$ cat config.mk
export PLATFORM = sky130hd
export DESIGN_NAME = ctrl_pipe
export DESIGN_NICKNAME = d
export VERILOG_FILES = /design/src/rtl/cpu_pkg.sv /design/src/rtl/fwd_unit.sv /design/src/rtl/ctrl_pipe.sv
export SDC_FILE = /design/constraint.sdc
export NUM_CORES = 1
export LEC_CHECK = 0
export CELL_PAD_IN_SITES_DETAIL_PLACEMENT = 2
export CELL_PAD_IN_SITES_GLOBAL_PLACEMENT = 2
export CORE_ASPECT_RATIO = 0.8
export CORE_MARGIN = 4
export CORE_UTILIZATION = 29
export DETAILED_ROUTE_END_ITERATION = 10
export PLACE_DENSITY = 0.8
export RECOVER_POWER = 100
export SETUP_SLACK_MARGIN = 0.5
export SYNTH_ARGS = -nofsm -noshare
export SYNTH_HDL_FRONTEND = slang
export SYNTH_SLANG_ARGS = --single-unit
$ cat constraint.sdc
create_clock -name clk -period 2.2 [get_ports clk]
set_clock_uncertainty 0.05 [all_clocks]
set_input_delay 0.33 -clock clk [delete_from_list [all_inputs] [get_ports clk]]
set_output_delay 0.33 -clock clk [all_outputs]
set_load 0.05 [all_outputs]
$ cat src/rtl/cpu_pkg.sv
// Shared control-bundle layout, bubble value and forwarding encodings.
// Used by the ID decoder and the hazard/forwarding control pipe.
package cpu_pkg;

    localparam int C_REGWRITE = 7;
    localparam int C_MEMTOREG = 6;
    localparam int C_MEMREAD  = 5;
    localparam int C_MEMWRITE = 4;
    localparam int C_BRANCH   = 3;
    localparam int C_ALUSRC   = 2;
    localparam int C_ALUOP_HI = 1;
    localparam int C_ALUOP_LO = 0;

    localparam logic [7:0] CTRL_BUBBLE = 8'h00;

    typedef enum logic [1:0] {
        FWD_RF  = 2'b00,
        FWD_WB  = 2'b01,
        FWD_MEM = 2'b10
    } fwd_t;

    typedef struct packed {
        logic [7:0] ctrl;
        logic [4:0] rs1;
        logic [4:0] rs2;
        logic [4:0] rd;
    } ex_stage_t;

    // x0 is hardwired to zero, so it never produces a dependency
    function automatic logic rd_hit(input logic [4:0] rd, input logic [4:0] rs);
        return (rd != 5'd0) && (rd == rs);
    endfunction

endpackage

$ cat src/rtl/fwd_unit.sv
// Operand forwarding select for one EX source register.
// The youngest producer (MEM) wins over WB.
module fwd_unit
    import cpu_pkg::*;
(
    input  logic [4:0] rs,
    input  logic       mem_wr,
    input  logic [4:0] mem_rd,
    input  logic       wb_wr,
    input  logic [4:0] wb_rd,
    output logic [1:0] fwd
);

    logic mem_hit;
    logic wb_hit;

    assign mem_hit = mem_wr & rd_hit(mem_rd, rs);
    assign wb_hit  = wb_wr & rd_hit(wb_rd, rs) & ~mem_hit;

    always_comb begin
        fwd = FWD_RF;
        unique case (1'b1)
            mem_hit: fwd = FWD_MEM;
            wb_hit:  fwd = FWD_WB;
            default: fwd = FWD_RF;
        endcase
    end

endmodule

$ cat src/rtl/ctrl_pipe.sv
// Control pipeline ID->EX->MEM->WB with load-use stall, branch flush
// and operand forwarding selects.
module ctrl_pipe
    import cpu_pkg::*;
(
    input  logic        clk,
    input  logic        rst,
    input  logic        id_valid,
    input  logic [7:0]  id_ctrl,
    input  logic [4:0]  id_rs1,
    input  logic [4:0]  id_rs2,
    input  logic [4:0]  id_rd,
    input  logic        ex_branch_taken,
    output logic [7:0]  ex_ctrl,
    output logic [7:0]  mem_ctrl,
    output logic [7:0]  wb_ctrl,
    output logic [4:0]  ex_rd,
    output logic [4:0]  mem_rd,
    output logic [4:0]  wb_rd,
    output logic        stall,
    output logic        flush_ifid,
    output logic [1:0]  fwd_a,
    output logic [1:0]  fwd_b,
    output logic [15:0] stall_cnt
);

    ex_stage_t   ex_q;
    logic [7:0]  mem_ctrl_q;
    logic [7:0]  wb_ctrl_q;
    logic [4:0]  mem_rd_q;
    logic [4:0]  wb_rd_q;
    logic [15:0] cnt_q;

    logic flush;
    logic load_use;
    logic bubble;

    assign flush    = ex_q.ctrl[C_BRANCH] & ex_branch_taken;
    assign load_use = id_valid & ex_q.ctrl[C_MEMREAD]
                    & (rd_hit(ex_q.rd, id_rs1) | rd_hit(ex_q.rd, id_rs2));
    // a taken branch kills the dependent instruction anyway
    assign stall    = load_use & ~flush;
    assign bubble   = ~id_valid | stall | flush;

    always_ff @(posedge clk or posedge rst) begin
        if (rst) begin
            ex_q       <= '0;
            mem_ctrl_q <= CTRL_BUBBLE;
            mem_rd_q   <= 5'd0;
            wb_ctrl_q  <= CTRL_BUBBLE;
            wb_rd_q    <= 5'd0;
            cnt_q      <= 16'd0;
        end else begin
            if (bubble) begin
                ex_q <= '0;
            end else begin
                ex_q.ctrl <= id_ctrl;
                ex_q.rs1  <= id_rs1;
                ex_q.rs2  <= id_rs2;
                ex_q.rd   <= id_rd;
            end
            mem_ctrl_q <= ex_q.ctrl;
            mem_rd_q   <= ex_q.rd;
            wb_ctrl_q  <= mem_ctrl_q;
            wb_rd_q    <= mem_rd_q;
            if (stall && cnt_q != 16'hFFFF) begin
                cnt_q <= cnt_q + 16'd1;
            end
        end
    end

    fwd_unit u_fwd_a (
        .rs     (ex_q.rs1),
        .mem_wr (mem_ctrl_q[C_REGWRITE]),
        .mem_rd (mem_rd_q),
        .wb_wr  (wb_ctrl_q[C_REGWRITE]),
        .wb_rd  (wb_rd_q),
        .fwd    (fwd_a)
    );

    fwd_unit u_fwd_b (
        .rs     (ex_q.rs2),
        .mem_wr (mem_ctrl_q[C_REGWRITE]),
        .mem_rd (mem_rd_q),
        .wb_wr  (wb_ctrl_q[C_REGWRITE]),
        .wb_rd  (wb_rd_q),
        .fwd    (fwd_b)
    );

    assign ex_ctrl    = ex_q.ctrl;
    assign ex_rd      = ex_q.rd;
    assign mem_ctrl   = mem_ctrl_q;
    assign mem_rd     = mem_rd_q;
    assign wb_ctrl    = wb_ctrl_q;
    assign wb_rd      = wb_rd_q;
    assign flush_ifid = flush;
    assign stall_cnt  = cnt_q;

endmodule

# ---- After elaboration in Yosys (flattened, before gate mapping)
# Cells that the tools add are included.
dict set report totals {
  mem_bits_rw 0
  latchBits 0
  output_inout_bits 61
  inputBits 27
  register_bits 65
  elab_cells 47
  romBits 0
  memories 0
}
dict set report classes {
  eq_ne 7
  multipliers 0
  n_bitwise 17
  mux 3
  addsub 1
  reduce_logical 10
  div 0
  magnitude_cmp 0
  shift 0
}
# op n
set op_table {}
lappend op_table {{== test 5 bit} 6}
lappend op_table {{2-to-1 mux 23 bit} 1}
lappend op_table {{adder 16 x 1 -> 16 bit (second input constant)} 1}
lappend op_table {{!= test 16 bit (second input constant)} 1}
lappend op_table {{nonzero test 5 bit} 3}
lappend op_table {{AND 1 bit} 10}
lappend op_table {{one-hot mux 2 bit (2 select lines)} 2}
lappend op_table {{logical AND 1 bit} 7}
lappend op_table {{NOT 1 bit} 4}
lappend op_table {{bitwise OR 1 bit} 3}

# ---- Longest topological paths before layout
# Gate-level depths: netlist of run 1.
dict set report depth {
  ltp_word 8
  ltp_mapped 6
  mapped_depth_nobuf 6
}

# ---- Cells and area by module
# Synthesis of run 1 repeated with hierarchy kept, for this count alone.
dict set report hier_totals {
  cells_unflattened 218
  area_unflattened_um2 2722.6
}
# module instances seq_area_each_um2 cells_per_inst area_per_inst_um2
set by_module_without_submodules {}
lappend by_module_without_submodules {ctrl_pipe 1 1626.6 178 2419.8}
lappend by_module_without_submodules {fwd_unit 2 0.0 20 151.4}

# ---- Worst setup path after synthesis of run 1
# Ideal clock, no wire load.
dict set report synth_timing {
  path_kind {reg-to-output}
  startpoint {register mem_rd_q[0], in the netlist mem_rd[0]}
  endpoint {output fwd_a[0]}
  setup_slack_ns -1.527
  path_stages_with_launch 5
  arrival_ns 3.347
  path_buffers 0
  required_ns 1.820
  cell_sequence {dfrtp_1 -> or4_1 -> o21ai_0 -> nor4_1 -> nor4_1}
}
dict set report synth_between {
  elab_chain_len 6
  elab_cells_between_ends 7
  cone_classes {eq/ne (1); mux (1); bitwise (3); reduce/logical (2)}
}
# item line_no
set synth_rtl {}
lappend synth_rtl {{start: declaration} ctrl_pipe.sv:30} ;# logic [4:0] mem_rd_q;
lappend synth_rtl {{start signal: assignment} ctrl_pipe.sv:63} ;# mem_rd_q <= ex_q.rd;
lappend synth_rtl {{== test 5 bit or nonzero test 5 bit (tied branches)} cpu_pkg.sv:31} ;# return (rd != 5'd0) && (rd == rs);
lappend synth_rtl {{logical AND 1 bit (*)} cpu_pkg.sv:31}
lappend synth_rtl {{AND 1 bit (*)} fwd_unit.sv:17} ;# assign mem_hit = mem_wr & rd_hit(mem_rd, rs);
lappend synth_rtl {{NOT 1 bit} fwd_unit.sv:18} ;# assign wb_hit = wb_wr & rd_hit(wb_rd, rs) & ~mem_hit;
lappend synth_rtl {{AND 1 bit} fwd_unit.sv:18}
lappend synth_rtl {{one-hot mux 2 bit (2 select lines) (*)} fwd_unit.sv:22} ;# unique case (1'b1)
lappend synth_rtl {{end: declaration} ctrl_pipe.sv:22} ;# output logic [1:0] fwd_a,
# Every way passes the cells marked *; elsewhere a longest branch is shown, timed or not.

# ---- Worst setup path in the final report of run 1
dict set report layout_timing {
  startpoint {register wb_rd_q[4], in the netlist wb_rd[4]}
  endpoint {output fwd_a[0]}
}
dict set report layout_between {
  elab_chain_len 5
  elab_cells_between_ends 6
  cone_classes {eq/ne (1); mux (1); bitwise (2); reduce/logical (2)}
}
# item line_no
set layout_rtl {}
lappend layout_rtl {{start: declaration} ctrl_pipe.sv:31} ;# logic [4:0] wb_rd_q;
lappend layout_rtl {{start signal: assignment} ctrl_pipe.sv:65} ;# wb_rd_q <= mem_rd_q;
lappend layout_rtl {{== test 5 bit or nonzero test 5 bit (tied branches)} cpu_pkg.sv:31}
lappend layout_rtl {{logical AND 1 bit (*)} cpu_pkg.sv:31}
lappend layout_rtl {{AND 1 bit (*) (2 in a row)} fwd_unit.sv:18}
lappend layout_rtl {{one-hot mux 2 bit (2 select lines) (*)} fwd_unit.sv:22}
# Marks and branches as above.

==> flow_metrics.py, run 1 <==
metrics = {
    "status": {
        "status": "finished, violations left",
        "violations": "setup timing",
    },
    "timing": {
        "max_freq_ghz": 0.4121,
        "final_max_slew_viol_count": 0,
        "setup_viol": 5,
        "relSlewSlack": 0.2985,
        "fin_ws_ns": -0.2266,
        "min_period_ns": 2.427,
        "final-hold-violation-count": 0,
        "timing.final.crit_share": 1.103,
        "worst_slew_pin_slew_ns": 1.046,
        "rsz0062_at_grt": "yes",
        "tns_ns": -0.7473,
    },
    "global_routing": {
        "grt_max_degree": 25,
        "grt_pass1_wl_um": 14880,
        "grt_overflow": 0,
        "grtUsageTotal": 0.1812,
        "antenna_found_initial": 0,
        "grt_pass1_vias": 2541,
    },
    "setup_path": {
        "cp-start-kind": "register",
        "endpoint_kind": "output port",
        "path_class": "register to output port",
        "path_cells": "xor2_1, or4_4, nor4_4, buf_12",
        "rrSetupSlack_ns": 0.03,
        "crit_family": "simple AND/OR/NAND/NOR gates",
        "critPathBufInv": 1,
        "r2r_end": "stall_cnt[12]",
        "cp_slowest_cell": "or4_4",
        "r2r-start": "ex_rd[4]",
        "critPathRequiredTime_ns": 1.82,
        "path_max_fanout": 4,
        "arrival_ns": 2.05,
        "r2r_cells": 7,
        "critPathMaxStageDelay_ns": 0.55,
    },
    "synth": {
        "synth-edff-count": 0,
        "synthesis.area_um2": 2764,
        "synth_top_flop_cell": "dfrtp_1",
        "synthCells": 223,
        "avgSynthCellArea_um2": 12.39,
        "ys_seq_elements": 65,
        "yosysUniqueCellTypes": 30,
        "seq_area_frac_synth": 0.5885,
        "synth_nets": 251,
        "synthArstFlopShare": 1.000,
        "ys_warn_count": 0,
    },
    "placed_design": {
        "port_buffers": 87,
        "pre_cts_ws_ns": -0.07920,
        "post-dp-hpwl_um": 6357,
        "place_congestion": 0.7560,
    },
    "hold_path": {
        "whs_endpoint": "mem_ctrl[2]",
        "hold_path_depth": 0,
        "holdCritPathClass": "register to register",
        "min_from": "ex_ctrl[2]",
    },
    "power_and_ir_drop": {
        "vdd_drop_max_mv": 0.6233,
        "leakage_nw": 2.103,
        "powerDensity_nw_per_um2": 723.7,
    },
    "final_layout": {
        "drive_gt1_frac": 0.4211,
        "antenna_cells": 0,
        "fin_nets": 365,
        "syn_to_final_growth_pct": 66.27,
    },
    "detailed_routing": {
        "wl_um": 9816,
        "drtIter0Drc": 64,
        "first_pass_iters": 4,
        "drc": 0,
        "drtAntennaViolNets": 0,
        "viasPerCell": 4.764,
        "num_vias": 2177,
        "routedWlPerCell_um": 21.48,
    },
    "clock_network": {
        "clock_path_buffers": 2,
        "cts-root-buf": "clkbuf_16",
        "clk_pin_slew_ns": 0.06,
        "clkSinkCount": 65,
        "h-tree-depth": 3,
        "clock_latency_ns": 0.33,
        "numCtsBuffers": 9,
        "cts_tree": "done",
    },
    "floorplanning": {
        "core-area_um2": 9154,
        "die_area_um2": 11170,
        "die_width_um": 117.2,
        "boundaryPins": 88,
        "start_util": 0.3019,
        "rows": 31,
        "die_height_um": 95.32,
    },
    "flow_run": {
        "drv_cap": 0,
    },
}
==> cell usage in the layout (no fill, tap or decap), types with 8 or more instances in the layout <==
master / Yosys / final
and2_4: 0 / 24
buf_12: 0 / 8
dfrtp_2: 0 / 23
xnor2_2: 0 / 12
dlygate4sd2_1: 0 / 31
clkbuf_16: 0 / 9
clkdlybuf4s50_1: 0 / 25
buf_6: 3 / 16
xnor2_1: 27 / 15
dfrtp_1: 65 / 42
clkbuf_1: 1 / 29
xor2_1: 16 / 16
nand4_1: 10 / 10
==> metal layers <==
metal | part of all wire | GRT usage | vias to the layer above | routed length [µm]
met5 | 0 | 0 | - | 0
met4 | 0.018 | 0.05349 | 0 | 174
met3 | 0.068 | 0.06536 | 13 | 663
met2 | 0.53 | 0.3183 | 73 | 5173
met1 | 0.39 | 0.2065 | 1119 | 3804
li1 | - | - | 972 | -
==> power by group <==
| part | internal (mW) | switching [mW] |
|---|---|---|
| clock network | 0.875 | 0.520 |
| registers | 1.26 | 0.0663 |
| logic | 0.238 | 0.368 |
==> worst reg2reg max path: cells and delay by family (launching register included) <==
kind / cells / cell delay [ns]
buffers and inverters: 2 / 0.22
AOI/OAI and AO/OA: 1 / 0.26
DFF: 1 / 0.38
muxes: 1 / 0.31
and+or+nand+nor: 3 / 0.83
==> how the worst max path moves through the flow <==
stage | start | to | slack, ns | cells after the start
final | wb_rd[4] | fwd_a[0] | -0.23 | 4
after floorplan | mem_rd[0] | fwd_a[0] | -0.16 | 4
after global placement | id_valid | stall | -0.01 | 7
after global routing | mem_rd[3] | fwd_b[0] | -0.28 | 6
after CTS | mem_rd[3] | fwd_a[0] | -0.28 | 5
after detailed placement | id_valid | stall_cnt[15] | -0.08 | 6
==> cells in the mapped netlist (all sizes together), types with 3 or more instances <==
master / instances / area, µm²
and2: 26 / 162.7
and3: 7 / 48.80
buf: 19 / 151.4
dfrtp: 65 / 1627
mux2: 3 / 33.78
nand2: 7 / 26.28
nand3: 14 / 70.07
nand4: 10 / 62.56
nor2: 3 / 11.26
nor4: 4 / 25.02
or4: 5 / 37.54
xnor2: 27 / 236.5
xor2: 16 / 140.1
==> state kept, by name, summed over array words and instances, names as in the netlist <==
| name | count |
|---|---|
| mem_ctrl | 8 |
| ex_rd | 5 |
| stall_cnt | 16 |
| ex_q | 10 |
| ex_ctrl | 8 |
| mem_rd | 5 |
| wb_ctrl | 8 |
| wb_rd | 5 |
==> per-stage QoR <==
stage / power [mW] / utilization / std cells / hold slack [ns] / cell area (µm²)
floorplan: 1.688 / - / 223 / 0.3048 / 2947
global placement: 1.892 / 0.4358 / 423 / 0.3057 / 3989
detailed placement: 1.914 / 0.4358 / 423 / 0.3112 / 3989
CTS: 3.380 / 0.5053 / 452 / 0.3214 / 4626
global route: 3.461 / 0.5021 / 457 / 0.3274 / 4596
finish: 3.326 / 0.5021 / 457 / 0.3183 / 4596
==> final cells by class <==
class / instances / area [µm²]
fillers: 876 / 4558
flip-flops and latches: 65 / 1655
multi-input cells: 137 / 1401
repair buffers: 123 / 1101
clock buffers: 11 / 232.7
well taps: 115 / 143.9
clock inverters: 5 / 56.30
inverters: 1 / 5.005
==> logic make-up after synthesis <==
family | Yosys count | share of synthesized area
buffers and inverters | 21 | 0.05749
DFF | 65 | 0.5885
AOI/OAI and AO/OA | 7 | 0.02173
adders and majority gates | 1 | 0.004526
xor gates and xnor gates | 43 | 0.1363
and+or+nand+nor | 83 | 0.1793
muxes | 3 | 0.01222
==> timing repair <==
action,in CTS,in global routing
hold buffers,0,0
buffers inserted,13,5
setup endpoints to repair,98,57
resized for setup,146,33
pin swaps,40,11
Note: power is estimated with default switching activity, not from simulation.
==> run 2, diff against run 1 <==
Settings changed: ABC_CLOCK_PERIOD_IN_PS set to 2200.
==> results of run 2 <==
The final DEF is identical to that of run 1; final timing and power are the same.
